[src/rtl/seq_multiplier_pkg.sv]
// Shared constants for the sequential shift-add multiplier: FSM state encodings
// and the iteration-counter width helper.
package seq_multiplier_pkg;

    localparam logic [1:0] ST_IDLE = 2'd0;
    localparam logic [1:0] ST_BUSY = 2'd1;
    localparam logic [1:0] ST_DONE = 2'd2;

    // Counter must hold 0..width-1; keep at least one bit for width=2.
    function automatic int cnt_bits(input int width);
        return (width > 2) ? $clog2(width) : 1;
    endfunction

endpackage

[src/rtl/seq_mul_ctrl.sv]
// Control FSM and iteration counter for seq_multiplier: issues load on accept,
// shift on every busy cycle, and flags the final iteration.
module seq_mul_ctrl
    import seq_multiplier_pkg::*;
#(
    parameter int width = 4
) (
    input  logic clk,
    input  logic rst_n,
    input  logic start,
    output logic ready,
    output logic busy,
    output logic done,
    output logic load,
    output logic shift,
    output logic last
);

    localparam int CW = cnt_bits(width);
    localparam logic [CW-1:0] LAST_CNT = CW'(width - 1);

    logic [1:0]    state_q, state_d;
    logic [CW-1:0] count_q, count_d;

    assign ready = (state_q == ST_IDLE) || (state_q == ST_DONE);
    assign busy  = (state_q == ST_BUSY);
    assign done  = (state_q == ST_DONE);
    assign load  = ready && start;
    assign shift = busy;
    assign last  = busy && (count_q == LAST_CNT);

    always_comb begin
        state_d = state_q;
        count_d = count_q;
        case (state_q)
            ST_IDLE: begin
                if (start) begin
                    state_d = ST_BUSY;
                    count_d = '0;
                end
            end
            ST_BUSY: begin
                // Counter parks at zero on exit so it never wraps past width-1.
                if (count_q == LAST_CNT) begin
                    state_d = ST_DONE;
                    count_d = '0;
                end else begin
                    count_d = count_q + 1'b1;
                end
            end
            ST_DONE: begin
                state_d = start ? ST_BUSY : ST_IDLE;
                count_d = '0;
            end
            default: begin
                state_d = ST_IDLE;
                count_d = '0;
            end
        endcase
    end

    always_ff @(posedge clk or negedge rst_n) begin
        if (!rst_n) begin
            state_q <= ST_IDLE;
            count_q <= '0;
        end else begin
            state_q <= state_d;
            count_q <= count_d;
        end
    end

endmodule

[src/rtl/seq_multiplier.sv]
// Radix-2 shift-add multiplier, one width+1-bit adder, width iterations per product.
// Optional signed mode (port sgn) is enabled by defining SEQ_MUL_SIGNED_EN.
module seq_multiplier
    import seq_multiplier_pkg::*;
#(
    parameter int width = 4
) (
    input  logic               clk,
    input  logic               rst_n,
    input  logic               start,
    input  logic [width-1:0]   a,
    input  logic [width-1:0]   b,
`ifdef SEQ_MUL_SIGNED_EN
    input  logic               sgn,
`endif
    output logic               ready,
    output logic               busy,
    output logic               done,
    output logic [2*width-1:0] y
);

    logic load, shift, last;

    seq_mul_ctrl #(.width(width)) u_ctrl (
        .clk   (clk),
        .rst_n (rst_n),
        .start (start),
        .ready (ready),
        .busy  (busy),
        .done  (done),
        .load  (load),
        .shift (shift),
        .last  (last)
    );

    logic [width-1:0]   acc_q, acc_d;
    logic [width-1:0]   mcand_q, mcand_d;
    logic [width-1:0]   mplier_q, mplier_d;
    logic [2*width-1:0] y_q, y_d;
    logic [width:0]     sum;
    logic [2*width-1:0] prod;
    logic [width-1:0]   op_a, op_b;
    logic               neg_now;

`ifdef SEQ_MUL_SIGNED_EN
    logic neg_q, neg_d;

    // -2^(width-1) negates to itself, which is its correct unsigned magnitude.
    assign op_a    = (sgn && a[width-1]) ? -a : a;
    assign op_b    = (sgn && b[width-1]) ? -b : b;
    assign neg_d   = load ? (sgn && (a[width-1] ^ b[width-1])) : neg_q;
    assign neg_now = neg_q;

    always_ff @(posedge clk or negedge rst_n) begin
        if (!rst_n) neg_q <= 1'b0;
        else        neg_q <= neg_d;
    end
`else
    assign op_a    = a;
    assign op_b    = b;
    assign neg_now = 1'b0;
`endif

    assign sum  = {1'b0, acc_q} + (mplier_q[0] ? {1'b0, mcand_q} : '0);
    assign prod = {sum, mplier_q[width-1:1]};

    always_comb begin
        acc_d    = acc_q;
        mcand_d  = mcand_q;
        mplier_d = mplier_q;
        y_d      = y_q;
        if (load) begin
            acc_d    = '0;
            mcand_d  = op_a;
            mplier_d = op_b;
        end else if (shift) begin
            acc_d    = sum[width:1];
            mplier_d = {sum[0], mplier_q[width-1:1]};
            // y only moves on the edge that raises done.
            if (last) y_d = neg_now ? -prod : prod;
        end
    end

    always_ff @(posedge clk or negedge rst_n) begin
        if (!rst_n) begin
            acc_q    <= '0;
            mcand_q  <= '0;
            mplier_q <= '0;
            y_q      <= '0;
        end else begin
            acc_q    <= acc_d;
            mcand_q  <= mcand_d;
            mplier_q <= mplier_d;
            y_q      <= y_d;
        end
    end

    assign y = y_q;

endmodule

[config.mk]
export PLATFORM = sky130hd
export DESIGN_NAME = seq_multiplier
export DESIGN_NICKNAME = d
export VERILOG_FILES = /design/src/rtl/seq_multiplier_pkg.sv /design/src/rtl/seq_mul_ctrl.sv /design/src/rtl/seq_multiplier.sv
export SDC_FILE = /design/constraint.sdc
export NUM_CORES = 1
export LEC_CHECK = 0
export BUFFER_PORTS_ARGS = -buffer_cell sky130_fd_sc_hd__buf_2
export CORE_ASPECT_RATIO = 0.9
export CORE_UTILIZATION = 43
export CTS_CLUSTER_DIAMETER = 120
export DETAILED_ROUTE_END_ITERATION = 10
export GPL_ROUTABILITY_DRIVEN = 0
export SLEW_MARGIN = 15
export SYNTH_ARGS = -nofsm -noshare
export SYNTH_HDL_FRONTEND = slang
export SYNTH_SLANG_ARGS = --single-unit
[constraint.sdc]
create_clock -name clk -period 1.85 [get_ports clk]
set_input_delay 0.185 -clock clk [delete_from_list [all_inputs] [get_ports clk]]
set_output_delay 0.185 -clock clk [all_outputs]
set_load 0.02 [all_outputs]
==> summary.txt, run 1 <==
Status: complete, but fails checks
Failing checks: DRC
Final period utilization: 0.949
Avg Inst Size Synth: 11.1 um2
DRC viols: 5
Antenna viol nets, final: 0
Largest net degree at the start of global routing: 25
Port Buffers: 21
Most common cell in the netlist: dfrtp_1
Clk root buf: clkbuf_4
Fillers: 249
Largest area contributor in the netlist: dfrtp_1
DR pass1 iterations: 7
WP data required: 2.05 ns
Distinct cell type count after synthesis: 29
Fin. Hold Viols: 0
H-tree depth: 1
RSZ-0062 raised after global routing: false
Num CTS Buffers: 3
CP max-delay cell: dfrtp_1
Max Clk Rate: 570 MHz
# IOs: 22
# diodes: 0
Vias in the first global route: 784
Post-Route Skew: 0.00423 ns
R2R depth: 6
Startpoint Class: flop
Core Area: 0.00253 mm2
Max-slew violations: 0
Cell Pwr Density: 1680 mW/mm2
Vias after detailed routing: 810
Grt total ovfl: 0
CP Capture Type: flop
Critical Path Max Stage Delay: 0.42 ns
Post-layout nets: 146
1st-iter DRT viols: 16
Final setup TNS: 0 ns
Die area: 0.00296 mm2
Most instantiated cells after synthesis: 24 x dfrtp_1, 16 x nand2_1, 6 x nor2_1
Mapped Area: 0.00118 mm2
Ranking of synthesized cells by area: dfrtp_1 51%, ha_1 5.3%, nand2_1 5.1%, mux2_4 3.8%, mux2i_1 3.4%
Overall Power: 2.22 mW
Max cap viols: 0
Cell count after synthesis: 106
Multi-input gate area: 536 um2
Post-Syn Nets: 123
Leak: 0.668 nW
Worst slew pin tran: 0.527 ns
Worst vdd ir: 652 uV
Seq. cell area: 602 um2
Final Setup Violations: 0
Vias per Instance: 5.23
Die height: 51.7 um
CP max FO: 5
Clock transition at the registers of the reported paths: 0.12 ns
Final Critical Period: 1.76 ns
Type of the worst setup path: reg2reg
Die width: 57.2 um
Fin util: 0.522
Top cell type's share of synthesized area: 0.509
Starting Density: 0.466
Main flop type after synthesis: dfrtp_1
Critical Path AT: 1.95 ns
Seq/Total Area, Yosys: 0.509
Count of state elements after synthesis: 24
DP HPWL: 1610 um
Layout cell share with drive strength beyond 1: 0.252
Routed WL: 2090 um
Fraction of registers with async set/reset: 1.00
Syn-to-layout area delta: 12.0%
Rows: 17
Post-CTS Setup Bufs: 0
CTS tree: built
Max_slew headroom: 0.649
Ys Warns: 0
Worst min-delay path category: in2reg
Clk_lat worst skew: 0.31 ns
Initial antenna violation count: 0
Crit path cell chain: and2_1 -> ha_1 -> fa_1 -> a21o_1 -> a21oi_1 -> o21ai_0
Clock buffer depth: 2
Min-Delay Path Depth: 3
WL per Instance: 13.5 um
Clk sinks: 24
All-layer global routing usage: 0.166
First-pass GRT wire length: 3630 um
Post-synth EDFFs: 0
==> logic make-up (layout without fill, tap and decap cells) <==
group,after synthesis,in the layout,share of synthesized area
AOI/OAI and AO/OA,21,21,0.116
adders and majority gates,6,6,0.0700
buffers and inverters,7,28,0.0371
xor gates and xnor gates,1,1,0.00742
and+or+nand+nor,38,38,0.170
muxes,9,9,0.0912
DFF,24,24,0.509
==> state kept, by name (all words and copies together) (netlist names) <==
| register | count |
|---|---|
| mplier_q | 4 |
| y | 8 |
| mcand_q | 4 |
| u_ctrl.count_q | 2 |
| acc_q | 4 |
| u_ctrl.state_q | 2 |
==> area by class of cell <==
cell class              instances  area share
well taps                      28      0.0265
clock buffers                   3      0.0170
repair buffers                 22      0.0871
multi-input cells              75       0.405
flip-flops and latches         24       0.455
inverters                       3     0.00852
==> what timing repair did <==
item | 4_1_cts | 5_1_grt
endpoints found under the hold margin | 24 | 0
hold buffers | 1 | 0
endpoints found under the setup margin | 0 | 1
resized for setup | 0 | 1
==> worst max-delay path, delay by kind of cell, from the launching register on <==
family	cells	cell delay, ns
AO/OA/AOI/OAI	3	0.44
flip-flops	1	0.42
AND/OR/NAND/NOR	1	0.17
adder cells (fa/ha/maj)	2	0.61
==> report_power, final <==
| group | leakage, nW | internal [mW] | switching (mW) | total (mW) |
|---|---|---|---|---|
| clock | 0.0138 | 0.0761 | 0.141 | 0.217 |
| combinational | 0.361 | 0.482 | 0.560 | 1.04 |
| sequential | 0.294 | 0.760 | 0.201 | 0.961 |
| total | 0.668 | 1.32 | 0.902 | 2.22 |
==> cells in the final DEF, fill, tap and decap left out, drive strengths merged <==
cell type / instances
a21oi: 5
o2bb2ai: 2
a211oi: 3
ha: 5
nand2b: 1
xnor2: 1
o31ai: 2
nand3b: 1
nor3: 1
fa: 1
and3b: 1
nor2: 6
dlygate4sd3: 1
nor2b: 5
a21boi: 1
mux2: 5
and2: 4
o21ai: 4
nand3: 2
dfrtp: 24
o22ai: 1
inv: 3
a21o: 1
buf: 21
mux2i: 4
a22oi: 2
or2b: 1
clkbuf: 3
nand2: 16
==> through the flow <==
| step | hold slack, ns | std cells | area, um2 | setup WS (ns) |
|---|---|---|---|---|
| CTS | 0.0526 | 155 | 1320 | 0.0489 |
| global route | 0.0625 | 155 | 1320 | 0.00556 |
| detailed placement | 0.196 | 151 | 1290 | 0.105 |
| finish | 0.0629 | 155 | 1320 | 0.0949 |
| global placement | 0.197 | 151 | 1290 | 0.152 |
| floorplan | -0.111 | 106 | 1180 | 0.219 |
==> per-layer routing <==
metal  GRT usage  up-vias  part of all wire
met5           0        -                 0
met4      0.0366        0            0.0053
met3      0.0522        2             0.038
met2       0.269       17              0.45
met1       0.221      381              0.51
li1            -      410                 -
==> worst paths after layout <==
| path | endpoint | startpoint | slack, ns |
|---|---|---|---|
| setup / recovery | y[7]$_DFFE_PN0P_ | mplier_q[0]$_DFFE_PN0P_ | 0.09 |
| hold / removal | mcand_q[1]$_DFFE_PN0P_ | a[1] | 0.06 |
| setup reg to reg | y[7]$_DFFE_PN0P_ | mplier_q[0]$_DFFE_PN0P_ | 0.09 |
| hold reg to reg | y[5]$_DFFE_PN0P_ | y[5]$_DFFE_PN0P_ | 0.48 |
| max in group asynchronous | u_ctrl.state_q[0]$_DFFE_PN0P_ | rst_n | 1.10 |
| min in group asynchronous | y[1]$_DFFE_PN0P_ | rst_n | 0.37 |
Power figures use the tool's default switching activity.
==> inputs of run 2 (changes only) <==
==> constraint.sdc (replaced) <==
create_clock -name clk -period 1.85 [get_ports clk]
set_input_delay 0.2775 -clock clk [delete_from_list [all_inputs] [get_ports clk]]
set_output_delay 0.2775 -clock clk [all_outputs]
set_load 0.02 [all_outputs]
==> summary.txt, run 2 (synthesized netlist as in run 1, its figures left out) <==
Routed WL: 2080 um
Largest register FFs: 8
Max_slew headroom: 0.648
CP Capture Type: output pin
Cell Pwr Density: 1710 mW/mm2
Leak: 0.686 nW
Final period utilization: 0.948
CP max-delay cell: dfrtp_1
Reg2reg setup slack: 0.11 ns
DR pass1 iterations: 9
Final Setup Violations: 0
Clock buffer depth: 2
Syn-to-layout area delta: 14.3%
Clk_lat worst skew: 0.32 ns
Starting Density: 0.466
Port Buffers: 21
Dpl ws: 0.132 ns
R2R depth: 6
Core Area: 0.00253 mm2
WP data required: 1.57 ns
Vias in the first global route: 763
Post-Route Skew: 0.0113 ns
Type of the worst setup path: reg2out
Max cap viols: 0
1st-iter DRT viols: 20
Layout cell share with drive strength beyond 1: 0.262
Clk sinks: 24
Worst vdd ir: 816 uV
Die width: 57.2 um
# diodes: 0
Post-layout nets: 148
Worst slew pin tran: 0.528 ns
Min-Delay Path Depth: 3
Initial antenna violation count: 0
Vias after detailed routing: 817
All-layer global routing usage: 0.167
Rows: 17
Final Critical Period: 1.75 ns
Status: complete, but fails checks
Antenna viol nets, final: 0
Failing checks: DRC
Die height: 51.7 um
WL per Instance: 13.2 um
Commonest non-fill, non-tap cells in the layout: 24 x dfrtp_1, 21 x buf_2, 16 x nand2_1, 6 x nor2_1
Commonest non-fill, non-tap cell in the layout: dfrtp_1
Clock transition at the registers of the reported paths: 0.13 ns
DRC viols: 5
Num CTS Buffers: 3
Worst setup margin: 0.0964 ns
Clk root buf: clkbuf_4
Vias per Instance: 5.17
Die area: 0.00296 mm2
Critical Path Max Stage Delay: 0.54 ns
Startpoint Class: flop
Hold WS: 0.137 ns
H-tree depth: 1
First-pass GRT wire length: 3640 um
Final setup TNS: 0 ns
Fillers: 239
Fin. Hold Viols: 0
PostCTS Resize Cnt: 0
# IOs: 22
CTS tree: built
Critical Path AT: 1.48 ns
Worst min-delay path category: in2reg
Max-slew violations: 0
CP max FO: 9
Max Clk Rate: 570 MHz
Crit path cell chain: or2b_4 -> inv_1 -> buf_2
Grt total ovfl: 0
Largest net degree at the start of global routing: 25
==> run 2: cell types whose count changed in the layout (fill, tap and decap cells not counted), sizes merged <==
cell and delta:
clkbuf +1, buf +2
==> run 2: stage by stage <==
step,instances,utilization,area (um2),power [mW]
detailed placement,152,0.512,1290,2.04
finish,158,0.533,1350,2.30
global placement,152,0.512,1290,2.00
floorplan,106,-,1180,1.75
CTS,157,0.530,1340,2.32
global route,158,0.533,1350,2.51
==> run 2: path summary, 6_finish.rpt <==
check,start,endpoint
worst max-delay path,u_ctrl.state_q[1]$_DFFE_PN0P_,busy
worst min-delay path,a[3],mcand_q[3]$_DFFE_PN0P_
worst max register to register,mplier_q[0]$_DFFE_PN0P_,y[7]$_DFFE_PN0P_
worst min register to register,y[6]$_DFFE_PN0P_,y[6]$_DFFE_PN0P_
max in group asynchronous,rst_n,acc_q[1]$_DFFE_PN0P_
min in group asynchronous,rst_n,acc_q[0]$_DFFE_PN0P_
==> run 2: layout make-up <==
| cell class | count | area [um2] | area share |
|---|---|---|---|
| sequential | 24 | 601 | 0.445 |
| multi-input combinational | 75 | 536 | 0.397 |
| timing repair buffer | 24 | 130 | 0.0965 |
| clock buffer | 4 | 36.3 | 0.0269 |
| tap | 28 | 35.0 | 0.0260 |
| inverter | 3 | 11.3 | 0.00835 |
==> run 2: critical path: cells and delay by family (launching register included) <==
family / cells / cell delay (ns)
buffers and inverters: 2 / 0.27
DFF: 1 / 0.54
and+or+nand+nor: 1 / 0.35
==> run 2: where the power goes <==
part           switching (mW)  internal [mW]
sequential              0.179          0.758
combinational           0.584          0.509
clock                   0.151          0.120
==> run 2: per-layer routing <==
metal / wire (um) / GRT usage / up-vias
li1: - / - / 418
met1: 1070 / 0.228 / 381
met2: 899 / 0.251 / 16
met3: 96 / 0.0572 / 2
met4: 11 / 0.0488 / 0
met5: 0 / 0 / -
==> run 2: repair_timing <==
action	4_1_cts	5_1_grt
hold buffers	1	0
endpoints found under the hold margin	24	0
setup endpoints to repair	0	2
setup buffers	0	1
==> inputs of run 3 (changes only) <==
--- a/config.mk
+++ b/config.mk
@@ -11,6 +11,7 @@
 export CTS_CLUSTER_DIAMETER = 120
 export DETAILED_ROUTE_END_ITERATION = 10
 export GPL_ROUTABILITY_DRIVEN = 0
+export SETUP_SLACK_MARGIN = 0.4
 export SLEW_MARGIN = 15
 export SYNTH_ARGS = -nofsm -noshare
 export SYNTH_HDL_FRONTEND = slang
==> summary.txt, run 3 (synthesized netlist as in run 1, its figures left out) <==
Status: complete, but fails checks
Failing checks: DRC
Final period utilization: 0.845
Die height: 51.7 um
CTS tree: built
Die area: 0.00296 mm2
Clk sinks: 24
Post-layout nets: 158
Cell Pwr Density: 1720 mW/mm2
Post-Route Skew: 0.00245 ns
Routed WL: 2260 um
Critical Path AT: 1.77 ns
Antenna viol nets, final: 0
CP max-delay cell: dfrtp_1
Die width: 57.2 um
Commonest non-fill, non-tap cells in the layout: 22 x dfrtp_1, 19 x buf_2, 16 x nand2_1, 10 x buf_4, 6 x nor2_1
Num CTS Buffers: 3
DRC viols: 3
DP HPWL: 1560 um
Max-slew violations: 0
Max_slew headroom: 0.648
# diodes: 0
Clock buffer depth: 2
DR pass1 iterations: 8
First-pass GRT wire length: 3530 um
WL per Instance: 13.5 um
Final Critical Period: 1.56 ns
Startpoint Class: flop
Syn-to-layout area delta: 26.7%
Largest net degree at the start of global routing: 25
Max cap viols: 0
Clk root buf: clkbuf_4
Commonest non-fill, non-tap cell in the layout: dfrtp_1
Vias per Instance: 5.23
H-tree depth: 1
WP data required: 2.06 ns
Fin. Hold Viols: 0
Vias in the first global route: 771
Largest register FFs: 8
CP Capture Type: flop
Worst slew pin tran: 0.528 ns
Initial antenna violation count: 0
1st-iter DRT viols: 27
Layout cell share with drive strength beyond 1: 0.393
Final setup TNS: 0 ns
Leak: 0.744 nW
All-layer global routing usage: 0.161
Core Area: 0.00253 mm2
Rows: 17
Clk_lat worst skew: 0.31 ns
Worst min-delay path category: in2reg
Vias after detailed routing: 879
Port Buffers: 21
Starting Density: 0.466
Max Clk Rate: 640 MHz
Type of the worst setup path: reg2reg
Clock transition at the registers of the reported paths: 0.12 ns
Worst vdd ir: 942 uV
Fin util: 0.591
Final Setup Violations: 0
Critical Path Max Stage Delay: 0.41 ns
CP max FO: 2
Crit path cell chain: and2_4 -> ha_4 -> fa_2 -> buf_4 -> xnor2_2 -> o2bb2ai_1
RSZ-0062 raised after global routing: true
# IOs: 22
Grt total ovfl: 0
-- run 3: where the power goes --
group / switching (mW) / internal [mW] / leakage [nW]
clock network: 0.149 / 0.120 / 0.0210
registers: 0.158 / 0.762 / 0.292
logic: 0.684 / 0.702 / 0.430
total: 0.991 / 1.58 / 0.744
-- run 3: worst paths after layout --
path / startpoint / endpoint / slack (ns) / cells after the start
min reg2reg: y[5]$_DFFE_PN0P_ / y[5]$_DFFE_PN0P_ / 0.49 / 2
max reg2reg: mcand_q[0]$_DFFE_PN0P_ / acc_q[1]$_DFFE_PN0P_ / 0.29 / 6
max in group asynchronous: rst_n / u_ctrl.state_q[0]$_DFFE_PN0P_ / 1.01 / 2
min in group asynchronous: rst_n / y[1]$_DFFE_PN0P_ / 0.46 / 2
min: a[1] / mcand_q[1]$_DFFE_PN0P_ / 0.15 / 3
max: mcand_q[0]$_DFFE_PN0P_ / acc_q[1]$_DFFE_PN0P_ / 0.29 / 6
-- run 3: repair_timing --
item                                   in CTS  in global routing
setup endpoints to repair                  11                 11
gates cloned                                0                  0
endpoints found under the hold margin      24                  0
resized for setup                           6                 10
buffers inserted                            4                  7
pin swaps                                   4                  2
hold buffers                                1                  0
-- run 3: stage by stage --
step / area, um2 / setup WS (ns) / hold WS, ns / total power, mW / cells
final: 1500 / 0.286 / 0.152 / 2.57 / 168
after global routing: 1500 / 0.193 / 0.129 / 2.79 / 168
after CTS: 1400 / 0.276 / 0.142 / 2.42 / 161
after detailed placement: 1300 / 0.230 / 0.287 / 2.05 / 152
after global placement: 1300 / 0.257 / 0.287 / 2.02 / 152
after floorplan: 1190 / 0.307 / -0.0181 / 1.76 / 106
-- run 3: metal layers --
| metal | global-route usage | vias to the layer above | wire length [um] |
|---|---|---|---|
| li1 | - | 435 | - |
| met3 | 0.0522 | 2 | 90 |
| met2 | 0.241 | 18 | 1050 |
| met4 | 0.0244 | 0 | 13 |
| met1 | 0.231 | 424 | 1110 |
| met5 | 0 | - | 0 |
-- run 3: worst max-delay path, delay by kind of cell (launching register included) --
kind                       cells  cell delay, ns
DFF                            1            0.41
buffers and inverters          1            0.15
and+or+nand+nor                1            0.17
xor gates and xnor gates       1            0.16
AOI/OAI and AO/OA              1            0.09
adders and majority gates      2            0.49
-- run 3: cell type report --
| cell class | instances | area [um2] |
|---|---|---|
| clock buffer | 4 | 36.3 |
| fill | 226 | 1040 |
| inverter | 3 | 13.8 |
| multi-input combinational | 75 | 573 |
| sequential | 24 | 603 |
| tap | 28 | 35.0 |
| timing repair buffer | 34 | 234 |
